--- config.mk ---
export PLATFORM = sky130hd
export DESIGN_NAME = fetch_controller
export DESIGN_NICKNAME = d
export VERILOG_FILES = /design/src/rtl/fetch_controller.sv
export SDC_FILE = /design/constraint.sdc
export NUM_CORES = 1
export LEC_CHECK = 0
export ABC_AREA = 0
export BUFFER_PORTS_ARGS = -buffer_cell sky130_fd_sc_hd__buf_2
export CAP_MARGIN = 10
export CORE_MARGIN = 4
export CORE_UTILIZATION = 35
export DETAILED_ROUTE_END_ITERATION = 8
export GPL_ROUTABILITY_DRIVEN = 1
export PLACE_DENSITY = 0.54
export SLEW_MARGIN = 20
export SYNTH_ARGS = -nofsm -noshare
export SYNTH_HDL_FRONTEND = slang
export SYNTH_SLANG_ARGS = --single-unit
export TNS_END_PERCENT = 50
--- constraint.sdc ---
create_clock -name clk -period 3.8 [get_ports clk]
set_input_delay 0.95 -clock clk [delete_from_list [all_inputs] [get_ports clk]]
set_output_delay 0.95 -clock clk [all_outputs]
set_load 0.005 [all_outputs]
--- src/rtl/fetch_controller.sv ---
// rtl/fetch_controller.sv - instruction-fetch sequencer with PC, 2-entry fetch buffer and redirect handling
module fetch_controller #(
    parameter int                          INSTRUCTION_SIZE = 32,
    parameter logic [INSTRUCTION_SIZE-1:0] RESET_PC         = '0,
    parameter int                          BUF_DEPTH        = 2
) (
    input  logic                        clk,
    input  logic                        rst_n,
    input  logic                        Start,
    input  logic                        Stop,
    input  logic                        Redirect,
    input  logic [INSTRUCTION_SIZE-1:0] RedirectPC,
    output logic [INSTRUCTION_SIZE-1:0] InstructionAddress,
    input  logic [INSTRUCTION_SIZE-1:0] ReadInstruction,
    output logic                        FetchValid,
    input  logic                        FetchReady,
    output logic [INSTRUCTION_SIZE-1:0] FetchInstruction,
    output logic [INSTRUCTION_SIZE-1:0] FetchPC,
    output logic                        FetchError,
    output logic [31:0]                 IssuedCount
);

    localparam int PTR_W = $clog2(BUF_DEPTH);
    localparam int CNT_W = PTR_W + 1;
    localparam logic [CNT_W-1:0] FULL_COUNT = CNT_W'(BUF_DEPTH);

    typedef enum logic [1:0] {IDLE, RUN, ERROR} state_t;

    state_t                      state;
    logic [INSTRUCTION_SIZE-1:0] pc;
    logic [INSTRUCTION_SIZE-1:0] fb_instr [BUF_DEPTH];
    logic [INSTRUCTION_SIZE-1:0] fb_pc    [BUF_DEPTH];
    logic [PTR_W-1:0]            head;
    logic [PTR_W-1:0]            tail;
    logic [CNT_W-1:0]            count;
    logic                        aligned;
    logic                        live_redirect;
    logic                        full;
    logic                        pop;
    logic                        push;

    // Redirect is ignored once trapped; a misaligned target traps instead of loading
    assign aligned       = (RedirectPC[1:0] == 2'b00);
    assign live_redirect = Redirect && (state != ERROR);
    assign full          = (count == FULL_COUNT);

    // Head is hidden during a redirect cycle so a doomed entry is never handed to decode
    assign FetchValid       = (count != '0) && !Redirect && (state != ERROR);
    assign FetchInstruction = fb_instr[head];
    assign FetchPC          = fb_pc[head];
    assign InstructionAddress = pc;

    assign pop  = FetchValid && FetchReady;
    assign push = (state == RUN) && !Stop && !Redirect && (!full || pop);

    // Control FSM: state, PC and the sticky error flag
    always_ff @(posedge clk or negedge rst_n) begin
        if (!rst_n) begin
            state      <= IDLE;
            pc         <= RESET_PC;
            FetchError <= 1'b0;
        end else if (state != ERROR) begin
            if (Redirect && !aligned) begin
                state      <= ERROR;
                FetchError <= 1'b1;
            end else begin
                if (Redirect) begin
                    pc <= RedirectPC;
                end else if (push) begin
                    pc <= pc + INSTRUCTION_SIZE'(4);
                end
                if (state == RUN && Stop) begin
                    state <= IDLE;
                end else if (state == IDLE && Start) begin
                    state <= RUN;
                end
            end
        end
    end

    // Circular fetch buffer and handshake counter; any live redirect flushes it
    always_ff @(posedge clk or negedge rst_n) begin
        if (!rst_n) begin
            for (int i = 0; i < BUF_DEPTH; i++) begin
                fb_instr[i] <= '0;
                fb_pc[i]    <= '0;
            end
            head        <= '0;
            tail        <= '0;
            count       <= '0;
            IssuedCount <= '0;
        end else if (live_redirect) begin
            head  <= '0;
            tail  <= '0;
            count <= '0;
        end else begin
            if (push) begin
                fb_instr[tail] <= ReadInstruction;
                fb_pc[tail]    <= pc;
                tail           <= tail + PTR_W'(1);
            end
            if (pop) begin
                head        <= head + PTR_W'(1);
                IssuedCount <= IssuedCount + 32'd1;
            end
            count <= count + CNT_W'(push) - CNT_W'(pop);
        end
    end

endmodule

==> flow_metrics.py, run 1 <==
metrics = {
    "worst_setup_path": {
        "crit_required_ps": 2850,
        "path_class": "reg -> out",
        "start_kind": "register",
        "arrival_ps": 2100,
        "path_max_fanout": 40,
        "critPathCaptureType": "primary output",
    },
    "clock_network": {
        "cts.repair.resized": 0,
        "cts.sinks": 199,
        "htreeDepth": 4,
        "clockBufferDepth": 2,
        "root_buffer": "clkbuf_16",
        "cts_tree": "built",
        "clk_pin_slew_worst_paths_ps": 80,
        "clock_latency_ps": 430,
        "postCtsHoldBufs": 0,
        "cts_buffers": 17,
        "post-cts-setup-buffer-count": 0,
    },
    "timing": {
        "relSlewSlack": 0.530,
        "drv_slew": 0,
        "finalHoldWorstSlack_ps": 474,
        "fin_crit_sh": 0.803,
        "hold_viol": 0,
        "tightest_slew_ps": 705,
        "tns_ps": 0,
        "clock_skew_ps": 13.3,
        "finalSetupViolCount": 0,
        "fmax_mhz": 328,
        "grt_setup_unrepaired": "no",
        "finalCriticalPeriod_ps": 3050,
    },
    "drt": {
        "wl_per_cell_um": 18.3,
        "finalWirelength_um": 23200,
        "drt_iter0_markers": 327,
        "drtPass1Iterations": 4,
        "vias": 6484,
        "via_per_inst": 5.10,
        "drcViolationCount": 0,
        "ant_nets": 0,
    },
    "synth": {
        "synth_flop_cell": "dfrtp_1",
        "synth.avg_cell_area_sq_um": 12.8,
        "syn-num-nets": 804,
        "yosysTopAreaCellShare": 0.535,
        "syn-cell-area_sq_um": 9310,
        "yosysWarnings": 0,
        "synthArstFlopShare": 1.00,
        "synth_edf_count": 0,
        "ys_top_cells_by_area": "dfrtp_1, mux2_2, xnor2_1",
        "synth_seq_cells": 199,
        "synth_top_cell_by_area": "dfrtp_1",
        "ys_seq_area_frac": 0.535,
        "syn_inst": 730,
        "synth_cell_type_count": 57,
    },
    "global_route": {
        "grt_max_degree": 70,
        "grt_overflow_total": 0,
        "antenna_found_initial": 5,
        "grt_pass1_vias": 6732,
        "grt_first_pass_wirelength_um": 37700,
        "track_usage": 0.162,
    },
    "place": {
        "place_hpwl_um": 16100,
        "io_buffers": 199,
        "gp_congestion": 0.771,
        "placed_cells_incl_taps": 1240,
    },
    "floorplanning": {
        "coreArea_sq_um": 26100,
        "io_pins": 200,
        "die_w_um": 171,
        "fp.dieH_um": 171,
        "row_count": 59,
        "die_area_sq_um": 29300,
        "initial_core_util": 0.356,
    },
    "power_and_ir_drop": {
        "finalPower_mw": 4.20,
        "power_density_nw_per_um2": 371,
        "power.leakage_nw": 5.79,
        "vdd_drop_max_mv": 0.186,
    },
    "run": {
        "maxCapViolCount": 0,
    },
    "final_layout": {
        "final_cells": 1272,
        "syn2layout_area_growth_pct": 21.4,
        "drive_above_1_share": 0.486,
        "diodes": 0,
        "fin_nets": 998,
    },
    "worst_hold_path": {
        "hold_path_class": "reg -> reg",
    },
    "run_status": {
        "outcome": "complete, no violations",
    },
}
[routing by layer]
layer,part of all wire,up-vias,global-route usage,routed length [um]
li1,-,3064,-,-
met1,0.46,3232,0.221,10700
met2,0.46,158,0.257,10800
met3,0.064,20,0.0513,1490
met4,0.0074,10,0.0276,173
met5,0.0032,-,0,75
[stage by stage]
| stage | setup WS [ps] | cell area, sq um | utilization |
|---|---|---|---|
| after floorplan | 1060 | 9310 | - |
| after global placement | 837 | 10700 | 0.410 |
| after detailed placement | 817 | 10700 | 0.410 |
| after CTS | 670 | 11300 | 0.433 |
| after global routing | 631 | 11300 | 0.433 |
| final | 748 | 11300 | 0.433 |
[cells in the mapped netlist (13+ instances only)]
cell      instances
dfrtp_1         199
mux2_2          188
nand2_1          36
xnor2_1          29
nor2_1           24
a21oi_1          22
nand3_1          22
buf_2            19
nand4_1          16
o21ai_0          16
clkbuf_1         13
[cell usage in the layout, fill, tap and decap left out, drive strengths merged, types with 3 or more instances in the layout]
cell type,Yosys,layout
o221a,3,3
xnor2,29,29
clkbuf,13,19
buf,28,215
and3,10,10
nor3,7,7
nand2,36,36
a22oi,12,12
nor4,6,6
nand4,16,16
a311oi,6,6
and2,7,7
o21ai,20,20
a211oi,12,12
clkinv,0,5
a21oi,22,22
nand2b,3,3
ha,4,4
and4,5,5
nand3,24,24
nor4b,3,3
nor2,25,25
xor2,6,6
inv,8,14
o22ai,6,6
dfrtp,199,199
mux2i,6,6
mux2,193,193
[cells by family (layout without fill, tap and decap cells)]
logic type	Yosys count	after routing	share of synthesized area
xor gates and xnor gates	35	35	0.0329
DFF	199	199	0.535
adders and majority gates	4	4	0.00537
AOI/OAI and AO/OA	97	97	0.0719
muxes	199	199	0.240
and+or+nand+nor	147	147	0.0899
buffers and inverters	49	256	0.0255
[layout make-up]
cell class              instances  area (sq um)
fillers                      2547         14800
flip-flops and latches        199          4980
multi-input cells             482          4100
repair buffers                216          1170
clock buffers                  18           439
well taps                     335           419
clock inverters                14           164
inverters                       8          30.0
[state kept, by name, summed over array words and instances (netlist names)]
name,flops
head,1
fb_pc,64
InstructionAddress,32
IssuedCount,32
state,2
FetchError,1
fb_instr,64
tail,1
count,2
[worst max-delay path, cell delays in order, from the launching register on]
cell and delay (ps):
dfrtp_4 840, buf_4 310, mux2_2 350, buf_2 130
[power breakdown]
group	total (mW)	switching, mW	internal [mW]
sequential	2.16	0.0264	2.14
clock	1.85	0.889	0.957
combinational	0.185	0.101	0.0847
total	4.20	1.02	3.18
[path summary, 6_finish.rpt]
kind                                               startpoint                            endpoint  slack (ps)  depth (start not counted)
max in group asynchronous                               rst_n             fb_instr[1]$_DFFE_PN0P_        2280                          2
max                                          head$_DFFE_PN0P_                FetchInstruction[11]         750                          3
min                                    FetchError$_DFFE_PN0P_              FetchError$_DFFE_PN0P_         470                          1
min in group asynchronous                               rst_n               fb_pc[24]$_DFFE_PN0P_         500                          1
max reg2reg                InstructionAddress[10]$_DFFE_PN0P_  InstructionAddress[26]$_DFFE_PN0P_        1500                          5
min reg2reg                            FetchError$_DFFE_PN0P_              FetchError$_DFFE_PN0P_         470                          1
(Power assumes the default switching activity.)
==> inputs of run 2 (changes only) <==
--- a/config.mk
+++ b/config.mk
@@ -12,7 +12,7 @@
 export CORE_UTILIZATION = 35
 export DETAILED_ROUTE_END_ITERATION = 8
 export GPL_ROUTABILITY_DRIVEN = 1
-export PLACE_DENSITY = 0.54
+export PLACE_DENSITY = 0.56
 export SLEW_MARGIN = 20
 export SYNTH_ARGS = -nofsm -noshare
 export SYNTH_HDL_FRONTEND = slang
==> constraint.sdc (replaced) <==
create_clock -name clk -period 2.5 [get_ports clk]
set_input_delay 0.625 -clock clk [delete_from_list [all_inputs] [get_ports clk]]
set_output_delay 0.625 -clock clk [all_outputs]
set_load 0.005 [all_outputs]
==> run 2 against run 1 <==
Register-to-register slack lost 1200 ps. Non-clock buffer count grew 20. Utilization grew 1.1 points. Routed wire length shrank 1.7%. Clock-buffer cell count shrank 1. Die area is the same. Clock power grew 67%. First-iteration DRC count grew 16%. Worst setup slack lost 560 ps. Highest routed layer unchanged. Total power grew 59%. Global-route usage shrank 0.28 points. Critical path type unchanged.
==> flow_metrics.py, run 2 (synthesis gave the netlist of run 1 again) <==
metrics = {
    "clock_network": {
        "post-cts-setup-buffer-count": 0,
        "clock_latency_ps": 430,
        "htreeDepth": 4,
        "cts_tree": "built",
        "cts_buffers": 17,
        "postCtsHoldBufs": 0,
        "cts.repair.resized": 0,
        "root_buffer": "clkbuf_16",
        "clockBufferDepth": 2,
        "clk_pin_slew_worst_paths_ps": 70,
        "cts.sinks": 199,
    },
    "final_layout": {
        "final_cells": 1289,
        "nFillCells": 2409,
        "reg_top3": "fb_instr (64), fb_pc (64)",
        "drive_above_1_share": 0.494,
        "fin_nets": 1018,
        "syn2layout_area_growth_pct": 24.6,
        "layout_common_cells": "dfrtp_1, buf_2, mux2_2",
    },
    "power_and_ir_drop": {
        "power_density_nw_per_um2": 575,
        "power.leakage_nw": 5.95,
        "finalPower_mw": 6.67,
        "vdd_drop_max_mv": 0.321,
    },
    "place": {
        "place_hpwl_um": 16300,
        "placed_cells_incl_taps": 1260,
        "io_buffers": 199,
        "gp_congestion": 0.805,
    },
    "worst_hold_path": {
        "hold_path_class": "in -> async",
    },
    "drt": {
        "via_per_inst": 5.06,
        "drt_iter0_markers": 380,
        "drcViolationCount": 0,
        "drtPass1Iterations": 5,
        "finalWirelength_um": 22800,
        "vias": 6517,
        "wl_per_cell_um": 17.7,
        "ant_nets": 0,
    },
    "worst_setup_path": {
        "critPathLaunch": "head$_DFFE_PN0P_",
        "arrival_ps": 1690,
        "path_max_fanout": 47,
        "path_class": "reg -> out",
        "crit_slowest_cell": "dfrtp_4",
        "crit_required_ps": 1880,
        "critPathCaptureType": "primary output",
        "start_kind": "register",
        "max_stage_delay_ps": 430,
        "r2r_start": "InstructionAddress[10]$_DFFE_PN0P_",
        "critical_path.cell_chain": "buf_12 > mux2_2 > buf_2",
    },
    "global_route": {
        "antenna_found_initial": 2,
        "grt_max_degree": 58,
        "grt_pass1_vias": 6667,
        "track_usage": 0.159,
        "grt_overflow_total": 0,
        "grt_first_pass_wirelength_um": 37200,
    },
    "timing": {
        "hold_viol": 0,
        "finalHoldWorstSlack_ps": 96.5,
        "relSlewSlack": 0.553,
        "finalCriticalPeriod_ps": 2320,
        "clock_skew_ps": 10.6,
        "fmax_mhz": 432,
        "fin_crit_sh": 0.927,
        "grt_setup_unrepaired": "no",
        "finalSetupViolCount": 0,
        "drv_slew": 0,
        "tns_ps": 0,
        "tightest_slew_ps": 668,
    },
    "floorplanning": {
        "initial_core_util": 0.356,
        "io_pins": 200,
        "fp.dieH_um": 171,
        "die_w_um": 171,
        "coreArea_sq_um": 26100,
        "row_count": 59,
        "die_area_sq_um": 29300,
    },
    "run_status": {
        "outcome": "complete, no violations",
    },
    "run": {
        "maxCapViolCount": 0,
    },
}
## run 2: critical path, delay by kind of cell, from the launching register on
family	cells	cell delay [ps]
flip-flops	1	430
buffers and inverters	2	420
multiplexers	1	410
## run 2: power by group
group / internal (mW) / switching [mW] / leakage, nW
registers: 3.25 / 0.0288 / 2.68
clock network: 1.87 / 1.23 / 0.316
logic: 0.137 / 0.164 / 2.95
total: 5.25 / 1.42 / 5.95
## run 2: final timing paths
path                       depth (start not counted)  slack (ps)                                 end
max in group asynchronous                          2        1720            fb_instr[62]$_DFFE_PN0P_
max reg2reg                                        5         350  InstructionAddress[27]$_DFFE_PN0P_
min reg2reg                                        1         470         IssuedCount[31]$_DFFE_PN0P_
max                                                3         180                          FetchPC[6]
min                                                1         100               fb_pc[24]$_DFFE_PN0P_
min in group clk                                   2         430            fb_instr[46]$_DFFE_PN0P_
## run 2: area by class of cell
class / count / area (sq um) / share of cell area
Clock inverter: 11 / 220 / 0.0190
Clock buffer: 17 / 425 / 0.0367
Antenna cell: 1 / 2.50 / 0.000216
Tap cell: 335 / 419 / 0.0361
Inverter: 8 / 30.0 / 0.00259
Multi-Input combinational cell: 482 / 4100 / 0.354
Sequential cell: 199 / 4980 / 0.429
Timing Repair Buffer: 236 / 1420 / 0.122
## run 2: per-layer routing
metal	up-vias	share of wire	global-route usage
li1	3102	-	-
met1	3225	0.46	0.220
met2	170	0.45	0.248
met3	16	0.073	0.0494
met4	4	0.0068	0.0331
met5	-	0.00092	0
## run 2: stage by stage
step                utilization  setup slack, ps  instance area, sq um
floorplan                     -             85.2                  9310
global placement          0.419              149                 11000
detailed placement        0.419              128                 11000
CTS                       0.444              129                 11600
global route              0.444              102                 11600
finish                    0.444              183                 11600
==> inputs of run 3 (changes only) <==
==> constraint.sdc (replaced) <==
create_clock -name clk -period 2.5 [get_ports clk]
set_input_delay 0.625 -clock clk [delete_from_list [all_inputs] [get_ports clk]]
set_output_delay 0.625 -clock clk [all_outputs]
set_load 0.1 [all_outputs]
==> run 3 against run 2 <==
Total power is 1.2% lower. Largest power group unchanged. Combinational power rose by 100%. Cell count is 0.47% higher. Critical path depth unchanged. Highest routed layer unchanged. Worst setup slack lost 98 ps. Via count up 0.86%.
==> flow_metrics.py, run 3 (synthesis gave the netlist of run 1 again) <==
metrics = {
    "power_and_ir_drop": {
        "vdd_drop_max_mv": 0.448,
        "power.leakage_nw": 6.09,
        "finalPower_mw": 6.59,
        "power_density_nw_per_um2": 527,
    },
    "final_layout": {
        "drive_above_1_share": 0.505,
        "regArea_sq_um": 5000,
        "multi_input_area_sq_um": 4100,
        "reg_top3": "fb_instr (64), fb_pc (64)",
        "final_cells": 1295,
        "nFillCells": 2407,
        "layout_common_cells": "dfrtp_1, mux2_2, buf_2",
        "fin_nets": 1019,
        "syn2layout_area_growth_pct": 34.4,
        "finalInstanceArea_sq_um": 12500,
    },
    "timing": {
        "grt_setup_unrepaired": "no",
        "relSlewSlack": 0.652,
        "finalSetupViolCount": 0,
        "clock_skew_ps": 11.0,
        "fin_crit_sh": 0.966,
        "hold_viol": 0,
        "finalHoldWorstSlack_ps": 170,
        "tightest_slew_ps": 526,
        "tns_ps": 0,
        "finalCriticalPeriod_ps": 2420,
        "fmax_mhz": 414,
        "drv_slew": 0,
    },
    "clock_network": {
        "cts_tree": "built",
        "cts.sinks": 199,
        "root_buffer": "clkbuf_16",
        "post-cts-setup-buffer-count": 1,
        "htreeDepth": 4,
        "clock_latency_ps": 420,
        "cts.repair.resized": 0,
        "cts_buffers": 17,
        "postCtsHoldBufs": 0,
        "clk_pin_slew_worst_paths_ps": 80,
        "clockBufferDepth": 2,
    },
    "global_route": {
        "grt_overflow_total": 0,
        "track_usage": 0.159,
        "grt_max_degree": 58,
        "antenna_found_initial": 6,
        "grt_pass1_vias": 6791,
        "grt_first_pass_wirelength_um": 37400,
    },
    "worst_setup_path": {
        "critPathCaptureType": "primary output",
        "path_class": "reg -> out",
        "start_kind": "register",
        "r2r_slack_ps": 440,
        "path_max_fanout": 25,
        "critical_path.cell_chain": "buf_12 > mux2_2 > buf_12",
        "critical_path_buf_inv_count": 2,
        "crit_family": "flip-flops",
        "r2r_end": "InstructionAddress[16]$_DFFE_PN0P_",
        "crit_required_ps": 1880,
        "max_stage_delay_ps": 550,
        "crit_slowest_cell": "dfrtp_4",
        "r2r_start": "InstructionAddress[2]$_DFFE_PN0P_",
        "arrival_ps": 1790,
        "reg2reg_depth": 6,
        "cpMostUsedCell": "buf_12",
    },
    "place": {
        "placed_cells_incl_taps": 1260,
        "io_buffers": 199,
        "dpl-instance-area_sq_um": 11900,
        "place_hpwl_um": 16600,
        "gp_congestion": 0.793,
    },
    "drt": {
        "vias": 6573,
        "drcViolationCount": 0,
        "finalWirelength_um": 23000,
        "wl_per_cell_um": 17.8,
        "ant_nets": 0,
        "via_per_inst": 5.08,
        "drtPass1Iterations": 4,
        "drt_iter0_markers": 389,
    },
    "floorplanning": {
        "initial_core_util": 0.356,
        "coreArea_sq_um": 26100,
        "row_count": 59,
        "io_pins": 200,
        "die_area_sq_um": 29300,
        "die_w_um": 171,
        "fp.dieH_um": 171,
    },
    "run_status": {
        "outcome": "complete, no violations",
    },
    "worst_hold_path": {
        "hold_path_class": "in -> async",
    },
    "run": {
        "maxCapViolCount": 0,
    },
}
-- run 3: per-layer routing --
metal,GRT usage,up-vias,share of wire
li1,-,3116,-
met1,0.218,3273,0.46
met2,0.251,153,0.47
met3,0.0550,21,0.068
met4,0.0279,10,0.0065
met5,0,-,0.0021
-- run 3: final cells by class --
cell class              count  area share
repair buffers            237       0.191
clock buffers              21      0.0368
well taps                 335      0.0335
inverters                   8     0.00240
clock inverters            11     0.00929
multi-input cells         482       0.328
diodes                      2    0.000400
flip-flops and latches    199       0.399
-- run 3: worst max path at each step --
stage          depth (start not counted)  slack (ps)                          startpoint                                  to
2_1_floorplan                          5          30  InstructionAddress[18]$_DFFE_PN0P_  InstructionAddress[26]$_DFFE_PN0P_
3_3_place_gp                          10         200                          FetchReady                  count[1]$_DFF_PN0_
3_5_place_dp                          10         180                          FetchReady                  count[1]$_DFF_PN0_
4_1_cts                                3          50                    head$_DFFE_PN0P_                 FetchInstruction[3]
5_1_grt                                3          20                    head$_DFFE_PN0P_                 FetchInstruction[4]
6_report                               3          80                    head$_DFFE_PN0P_                 FetchInstruction[3]
-- run 3: stage by stage --
step                      setup WS [ps]  utilization
after floorplan                    25.2            -
after global placement              197        0.457
final                              84.6        0.479
after CTS                          45.5        0.479
after global routing               18.9        0.479
after detailed placement            180        0.457
-- run 3: power breakdown --
part | switching [mW] | internal [mW] | leakage (nW) | total [mW]
Clock | 1.26 | 1.45 | 0.266 | 2.71
Combinational | 0.396 | 0.208 | 3.15 | 0.604
Sequential | 0.0322 | 3.25 | 2.67 | 3.28
Total | 1.69 | 4.91 | 6.09 | 6.59
